<file path="config.mk">
export PLATFORM = sky130hd
export DESIGN_NAME = psram_cmd_responder
export DESIGN_NICKNAME = d
export VERILOG_FILES = /design/src/rtl/psram_cmd_responder.sv
export SDC_FILE = /design/constraint.sdc
export NUM_CORES = 1
export LEC_CHECK = 0
export ABC_AREA = 1
export CAP_MARGIN = 5
export CELL_PAD_IN_SITES_DETAIL_PLACEMENT = 1
export CELL_PAD_IN_SITES_GLOBAL_PLACEMENT = 1
export CORE_MARGIN = 2
export CORE_UTILIZATION = 43
export DETAILED_ROUTE_END_ITERATION = 12
export PLACE_DENSITY = 0.85
export SLEW_MARGIN = 20
export SYNTH_ARGS = -nofsm -noshare
export SYNTH_HDL_FRONTEND = slang
export SYNTH_SLANG_ARGS = --single-unit
export TNS_END_PERCENT = 1
</file>
<file path="constraint.sdc">
create_clock -name mem_clk -period 3.2 [get_ports mem_clk]
set_clock_uncertainty 0.2 [all_clocks]
set_input_delay 0.48 -clock mem_clk [delete_from_list [all_inputs] [get_ports mem_clk]]
set_output_delay 0.48 -clock mem_clk [all_outputs]
set_load 0.02 [all_outputs]
</file>
<file path="src/rtl/psram_cmd_responder.sv">
`default_nettype none
// ============================================================================
// Module   : psram_cmd_responder
// Purpose  : PSRAM-side SPI/QPI command decoder with RSTEN/RST tracking,
//            QPI mode switching and SPI Read-ID response on SIO[1].
// Revision : 1.0 - initial release
// ============================================================================
module psram_cmd_responder #(
  parameter logic [7:0] MF_ID = 8'h0D,
  parameter logic [7:0] KGD   = 8'h5D
) (
  input  logic       mem_clk,
  input  logic       rst,
  input  logic       mem_ce,
  input  logic [3:0] sio_in,
  output logic [3:0] sio_out,
  output logic [3:0] sio_oe,
  output logic       cmd_valid,
  output logic [7:0] cmd_byte,
  output logic       qpi_mode,
  output logic       rst_done,
  output logic       rsten_armed
);

  localparam logic [7:0] c_cmd_rsten    = 8'h66;
  localparam logic [7:0] c_cmd_rst      = 8'h99;
  localparam logic [7:0] c_cmd_qpi_en   = 8'h35;
  localparam logic [7:0] c_cmd_qpi_exit = 8'hF5;
  localparam logic [7:0] c_cmd_rdid     = 8'h9F;
  localparam logic [4:0] c_addr_last    = 5'd23;

  typedef enum logic [2:0] {
    S_IDLE   = 3'd0,
    S_CMD    = 3'd1,
    S_ADDR   = 3'd2,
    S_DOUT   = 3'd3,
    S_IGNORE = 3'd4
  } state_t;

  state_t      r_state;
  state_t      w_state_next;
  logic [4:0]  r_cnt;
  logic [6:0]  r_shift;
  logic [14:0] r_id;
  logic        r_dout;
  logic        r_oe;
  logic        r_valid;
  logic [7:0]  r_cmd;
  logic        r_qpi;
  logic        r_rst_done;
  logic        r_armed;
  logic        w_last;
  logic [7:0]  w_cmd_word;

  assign sio_out     = {2'b00, r_dout, 1'b0};
  assign sio_oe      = {2'b00, r_oe, 1'b0};
  assign cmd_valid   = r_valid;
  assign cmd_byte    = r_cmd;
  assign qpi_mode    = r_qpi;
  assign rst_done    = r_rst_done;
  assign rsten_armed = r_armed;

  always_comb begin
    w_state_next = r_state;
    w_cmd_word   = r_qpi ? {r_shift[3:0], sio_in} : {r_shift[6:0], sio_in[0]};
    w_last       = (r_state == S_CMD) && (r_qpi ? (r_cnt == 5'd1) : (r_cnt == 5'd7));
    if (mem_ce) begin
      w_state_next = S_IDLE;
    end else begin
      case (r_state)
        S_IDLE: w_state_next = S_CMD;
        S_CMD: begin
          if (w_last) begin
            w_state_next = (!r_qpi && (w_cmd_word == c_cmd_rdid)) ? S_ADDR : S_IGNORE;
          end
        end
        S_ADDR: begin
          if (r_cnt == c_addr_last) w_state_next = S_DOUT;
        end
        default: w_state_next = r_state;
      endcase
    end
  end

  always_ff @(posedge mem_clk) begin
    if (rst) begin
      // A frame already in progress at reset is never decoded
      r_state    <= mem_ce ? S_IDLE : S_IGNORE;
      r_cnt      <= 5'd0;
      r_shift    <= 7'd0;
      r_id       <= 15'd0;
      r_dout     <= 1'b0;
      r_oe       <= 1'b0;
      r_valid    <= 1'b0;
      r_cmd      <= 8'd0;
      r_qpi      <= 1'b0;
      r_rst_done <= 1'b0;
      r_armed    <= 1'b0;
    end else begin
      r_state    <= w_state_next;
      r_valid    <= 1'b0;
      r_rst_done <= 1'b0;
      if (mem_ce) begin
        r_cnt  <= 5'd0;
        r_oe   <= 1'b0;
        r_dout <= 1'b0;
      end else begin
        case (r_state)
          S_IDLE, S_CMD: begin
            r_shift <= r_qpi ? {r_shift[2:0], sio_in} : {r_shift[5:0], sio_in[0]};
            r_cnt   <= w_last ? 5'd0 : r_cnt + 5'd1;
            if (w_last) begin
              r_valid <= 1'b1;
              r_cmd   <= w_cmd_word;
              r_armed <= (w_cmd_word == c_cmd_rsten);
              case (w_cmd_word)
                c_cmd_rst: begin
                  if (r_armed) begin
                    r_qpi      <= 1'b0;
                    r_rst_done <= 1'b1;
                  end
                end
                c_cmd_qpi_en:   r_qpi <= 1'b1;
                // Exit is a no-op when already in SPI mode
                c_cmd_qpi_exit: r_qpi <= 1'b0;
                default:        r_qpi <= r_qpi;
              endcase
            end
          end
          S_ADDR: begin
            r_cnt <= r_cnt + 5'd1;
            if (r_cnt == c_addr_last) begin
              r_oe   <= 1'b1;
              r_dout <= MF_ID[7];
              r_id   <= {MF_ID[6:0], KGD};
            end
          end
          S_DOUT: begin
            r_dout <= r_id[14];
            r_id   <= {r_id[13:0], 1'b0};
          end
          default: r_cnt <= r_cnt;
        endcase
      end
    end
  end

endmodule
`default_nettype wire

</file>
==> results of run 1 <==
-- power groups by stage --
| stage | clock network (mW) | logic [mW] | registers [mW] |
|---|---|---|---|
| after CTS | 0.457 | 0.151 | 0.593 |
| final | 0.449 | 0.151 | 0.593 |
| after detailed placement | 0 | 0.148 | 0.606 |
| after global routing | 0.476 | 0.169 | 0.596 |
| after floorplan | 0 | 0.118 | 0.602 |
| after global placement | 0 | 0.143 | 0.605 |
-- cell usage in the layout (no fill, tap or decap), types with 2 or more instances in the layout --
cell type / instances
o21ai_0: 15
a21oi_2: 6
conb_1: 6
o21ai_1: 3
inv_2: 4
dfxtp_1: 41
clkdlybuf4s50_1: 20
nand2_1: 77
nor2_1: 15
buf_4: 2
edfxtp_1: 3
nor3_1: 3
xor2_1: 2
a21oi_1: 29
nor2_2: 2
nand3_1: 17
o21ai_2: 2
inv_1: 22
nand2_2: 9
clkbuf_8: 5
-- logic make-up (layout without fill, tap and decap cells) --
| family | count (synthesis) | count (layout) |
|---|---|---|
| simple gates | 130 | 130 |
| compound gates | 57 | 57 |
| flops | 44 | 44 |
| buf+inv | 43 | 57 |
| xor+xnor | 2 | 2 |
| fa+ha+maj | 1 | 1 |
| other cells | 1 | 6 |
-- layer usage --
metal  global-route usage  up-vias
met2                0.335       25
li1                     -      919
met4               0.0586        0
met1                0.256      874
met3               0.0453        6
met5                    0        -
-- layout make-up --
type                       count  area share
clock inverter                 3      0.0189
tap                           54      0.0284
multi-input combinational    196       0.407
clock buffer                   5      0.0289
timing repair buffer          22      0.0904
sequential                    44       0.383
inverter                      27      0.0431
-- sequential cells by signal, indices dropped and copies added, names as in the netlist --
signal,count
r_shift,7
r_id,15
qpi_mode,1
r_dout,1
cmd_valid,1
rsten_armed,1
r_cnt,5
rst_done,1
r_state,3
r_oe,1
cmd_byte,8
-- stage by stage --
| stage | total power [mW] | cell area, sq um |
|---|---|---|
| 6_report | 1.19 | 2380 |
| 5_1_grt | 1.24 | 2380 |
| 4_1_cts | 1.20 | 2380 |
| 3_5_place_dp | 0.754 | 2270 |
| 3_3_place_gp | 0.748 | 2270 |
| 2_1_floorplan | 0.720 | 2100 |
-- final timing paths --
check / slack, ns / from / end / cells past startpoint
max: 0.83 / qpi_mode / qpi_mode / 1
min: 0.27 / r_id[9] / r_id[9] / 2
max reg2reg: 1.13 / r_state[2] / r_shift[0] / 5
min reg2reg: 0.27 / r_id[9] / r_id[9] / 2
==> impl_metrics.ini, run 1 <==
[timing]
rsz0062_at_grt = false
fmax_mhz = 422
finalCritPeriodShare = 0.740
fin_crit_ns = 2.37
final-hold-violation-count = 0
finalSetupTns_ns = 0
worst_slew_pin_slew_ns = 0.762
relSlewSlack = 0.490
maxSlewViolCount = 0
fin_worst_hold_slack_ns = 0.268
fin_ws_ns = 0.832
finalSetupViolations = 0

[clock_network]
root_buffer = clkbuf_8
cts_resized = 0
cts_buffers = 5
clockBufferDepth = 2
cts-hold-fix-buffers = 0
cts_setup_buffers = 0
cts.sinks = 44
worstSkewPairLatency_ns = 0.31
cts_tree = yes
cts_max_level = 2
path_clk_slew_ns = 0.10

[global_routing]
grt_pass1_vias = 1764
grt.total_usage = 0.200
antenna_found_initial = 0
grt_max_degree = 24
grt_overflow = 0
grt_pass1_wl_mm = 8.37

[setup_path]
end_kind = primary output
arrival_ns = 1.69
crit_buf_inv = 1
worst-path-max-fanout = 11
crit_slowest_cell = clkdlybuf4s50_1
crit_chain = clkdlybuf4s50_1
max_stage_delay_ns = 0.71
critical_path_class = flip-flop to primary output
crit_path_start_kind = flip-flop
path_delay_family = buffers and inverters
critPathRequiredTime_ns = 2.52

[detailed_routing]
vias = 1824
post_drt_wl_per_cell_microns = 14.3
routed.top_layer = met4
wl_met2_mm = 2.46
wl_mm = 5.01
vias_per_cell = 5.20
met3_length_microns = 142
antenna_left = 0
drt_pass1_iterations = 4
drt_iter0_markers = 100
drt-met1-wl_mm = 2.34
drc = 0

[power]
swShare = 0.282
p_leak_nw = 0.909
intPower_mw = 0.857
clkPwrFrac = 0.376
vdd_drop_max_uv = 203
pwr-share-seq = 0.497
combPwrFrac = 0.126
p_switching_mw = 0.336
power.density_nw_per_um2 = 501

[layout]
n_antenna_cell = 0
regArea_sq_um = 911
multi_input_area_sq_um = 970
n_fill_cell = 622
post_route_cells_drive_above_1_share = 0.131
area_delta_synth_final_pct = 14.2
layout.nets = 304
fin_util = 0.507
final_cells = 351

[yosys]
synth_compound_area_frac = 0.153
async_flop_share = 0
synth_top_family_by_area = simple AND/OR/NAND/NOR gates
syn_area_per_cell_sq_um = 7.49
synth_seq_area_share = 0.437
synth.area.mux_share = 0
ys_ff_latch = 44
ys_warn_count = 0
yosysMostFrequentCell = nand2_1
synth.top_cell.area_share = 0.394
synthAdderAreaFrac = 0.00601
synth_simple_gate_area_frac = 0.287
synth_ff_type = dfxtp_1
syn_inst = 278
synth-edff-count = 3
synth_xor_area_frac = 0.00841
netlist_top_cells_count = 77 x nand2_1, 41 x dfxtp_1, 29 x a21oi_1
yosysUniqueCellTypes = 34
synth_area_sq_um = 2080
synthTopCellsByArea = dfxtp_1 39%, nand2_1 14%, a21oi_1 7.0%
yosysTopAreaCell = dfxtp_1

[die]
die_w_microns = 73.6
die_h_microns = 73.6
die_area_sq_um = 5420
io_pins = 27
initial_core_util = 0.444
coreArea_sq_um = 4690
fp-row-count = 25

[min_path]
hp-class = flip-flop to flip-flop

[outcome]
status = complete, no violations

[run]
max_cap_violations = 0

[place]
gp_congestion = 0.824
hpwlAfterDp_mm = 3.51
port_buffers = 20
dp_slack_ns = 0.834
placed_cells = 343
Power figures use the tool's default switching activity.
==> run 2, diff against run 1 <==
- CORE_UTILIZATION: 43 -> 40
- PLACE_DENSITY: 0.85 -> 0.8
- clock period: 3.2 -> 2.3 ns (I/O delays scaled with it)
==> run 2 against run 1 <==
Against the previous run:
- critical path depth unchanged
- via count is 1.2% lower
- hold slack worse by 0.0037 ns
- setup slack got worse by 0.74 ns
- clock power rose by 5.8%
- cell area up 1.1%
- global-route usage down 1.9 points
- total power grew 27%
- flip-flop and latch count did not move
- register-to-register slack got worse by 0.83 ns
- largest cell class unchanged
- largest power group unchanged
- highest routed layer unchanged
==> impl_metrics.ini, run 2 (same netlist as run 1, synthesis figures left out) <==
[timing]
finalSetupTns_ns = 0
finalSetupViolations = 0
finalCritPeriodShare = 0.961
rsz0062_at_grt = false
worst_slew_pin_slew_ns = 0.526
relSlewSlack = 0.649
final-hold-violation-count = 0
fmax_mhz = 452
fin_crit_ns = 2.21
maxSlewViolCount = 0

[clock_network]
cts_setup_buffers = 0
worstSkewPairLatency_ns = 0.30
clockBufferDepth = 2
root_buffer = clkbuf_8
cts-hold-fix-buffers = 0
cts_max_level = 2
cts_resized = 0
path_clk_slew_ns = 0.09
cts.sinks = 44
cts_buffers = 5
cts_tree = yes

[setup_path]
worstReg2RegStart = qpi_mode
reg2reg_depth = 11
ff2ff_setup_slack_ns = 0.30
endpoint = qpi_mode
crit_buf_inv = 1
critPathLaunch = qpi_mode
path_delay_family = buffers and inverters
crit_chain = clkdlybuf4s50_1
critPathRequiredTime_ns = 1.75
crit_slowest_cell = clkdlybuf4s50_1
worst-path-max-fanout = 13
r2r-end = qpi_mode
critical_path_class = flip-flop to primary output
end_kind = primary output
cp.depth = 1
arrival_ns = 1.67
max_stage_delay_ns = 0.71
crit_path_start_kind = flip-flop

[global_routing]
grt_pass1_wl_mm = 8.46
grt_overflow = 0
grt_pass1_vias = 1837
antenna_found_initial = 0
grt_max_degree = 17
grt.total_usage = 0.180

[detailed_routing]
drc = 0
vias_per_cell = 4.86
drt_iter0_markers = 100
antenna_left = 0
vias = 1802
post_drt_wl_per_cell_microns = 13.1
drt_pass1_iterations = 4
wl_mm = 4.86

[layout]
final_cell_mix = 77 x nand2_1, 41 x dfxtp_1, 29 x a21oi_1
n_fill_cell = 688
largest_register_ffs = 15
regArea_sq_um = 911
layout_commonest_cell = nand2_1
final_cells = 371
multi_input_area_sq_um = 970
layout.nets = 309
top_register = r_id
post_route_cells_drive_above_1_share = 0.143
area_delta_synth_final_pct = 15.4
n_antenna_cell = 0

[die]
die_w_microns = 76.2
die_area_sq_um = 5800
coreArea_sq_um = 5070
die_h_microns = 76.2
fp-row-count = 26
initial_core_util = 0.411
io_pins = 27

[place]
placed_cells = 364
port_buffers = 20
gp_congestion = 0.827
hpwlAfterDp_mm = 3.61

[power]
p_switching_mw = 0.436
p_leak_nw = 0.915
intPower_mw = 1.08
pwr-share-seq = 0.546
vdd_drop_max_uv = 301
swShare = 0.288
combPwrFrac = 0.140
clkPwrFrac = 0.314
power.density_nw_per_um2 = 629

[outcome]
status = complete, no violations

[run]
max_cap_violations = 0

[min_path]
hp-class = flip-flop to flip-flop
## run 2: cell count changes in the layout (fill, tap and decap cells not counted)
cell	delta
buf_4	+5
bufinv_16	-1
clkinv_2	+1
clkinvlp_4	+1
inv_4	-1
inv_6	-1
## run 2: power by group through the flow
stage                     logic (mW)  registers, mW  clock network (mW)
after floorplan                0.164          0.837                   0
after global placement         0.209          0.842                   0
after detailed placement       0.214          0.844                   0
after CTS                      0.215          0.826               0.488
after global routing           0.240          0.831               0.520
final                          0.211          0.826               0.475
## run 2: worst min-delay path by stage
stage | from | to | slack (ns) | cells past startpoint
detailed placement | r_dout | r_dout | 0.25 | 2
global placement | r_oe | r_oe | 0.25 | 2
global route | r_id[12] | r_id[12] | 0.29 | 2
CTS | r_dout | r_dout | 0.26 | 2
finish | r_oe | r_oe | 0.26 | 2
floorplan | rst | rst_done | 0.22 | 1
## run 2: final cells by class
class / count / share of cell area
clock buffer: 5 / 0.0286
inverter: 27 / 0.0427
sequential: 44 / 0.379
clock inverter: 2 / 0.00520
tap: 70 / 0.0364
timing repair buffer: 27 / 0.105
multi-input combinational: 196 / 0.403
## run 2: metrics by stage
step | util | total power, mW | area [sq um] | worst slack (ns) | hold slack [ns]
floorplan | - | 1.00 | 2100 | 0.627 | 0.223
global placement | 0.458 | 1.05 | 2320 | 0.273 | 0.247
detailed placement | 0.458 | 1.06 | 2320 | 0.200 | 0.251
CTS | 0.474 | 1.53 | 2400 | 0.0784 | 0.263
global route | 0.474 | 1.59 | 2400 | 0.00163 | 0.286
finish | 0.474 | 1.51 | 2400 | 0.0891 | 0.265
## run 2: routing by layer
metal | share of wire | wire, microns | GRT usage | vias up
met5 | 0 | 0 | 0 | -
met4 | 0.0082 | 40 | 0.0527 | 0
met3 | 0.035 | 168 | 0.0438 | 4
met2 | 0.50 | 2430 | 0.307 | 31
met1 | 0.46 | 2220 | 0.228 | 841
li1 | - | - | - | 926
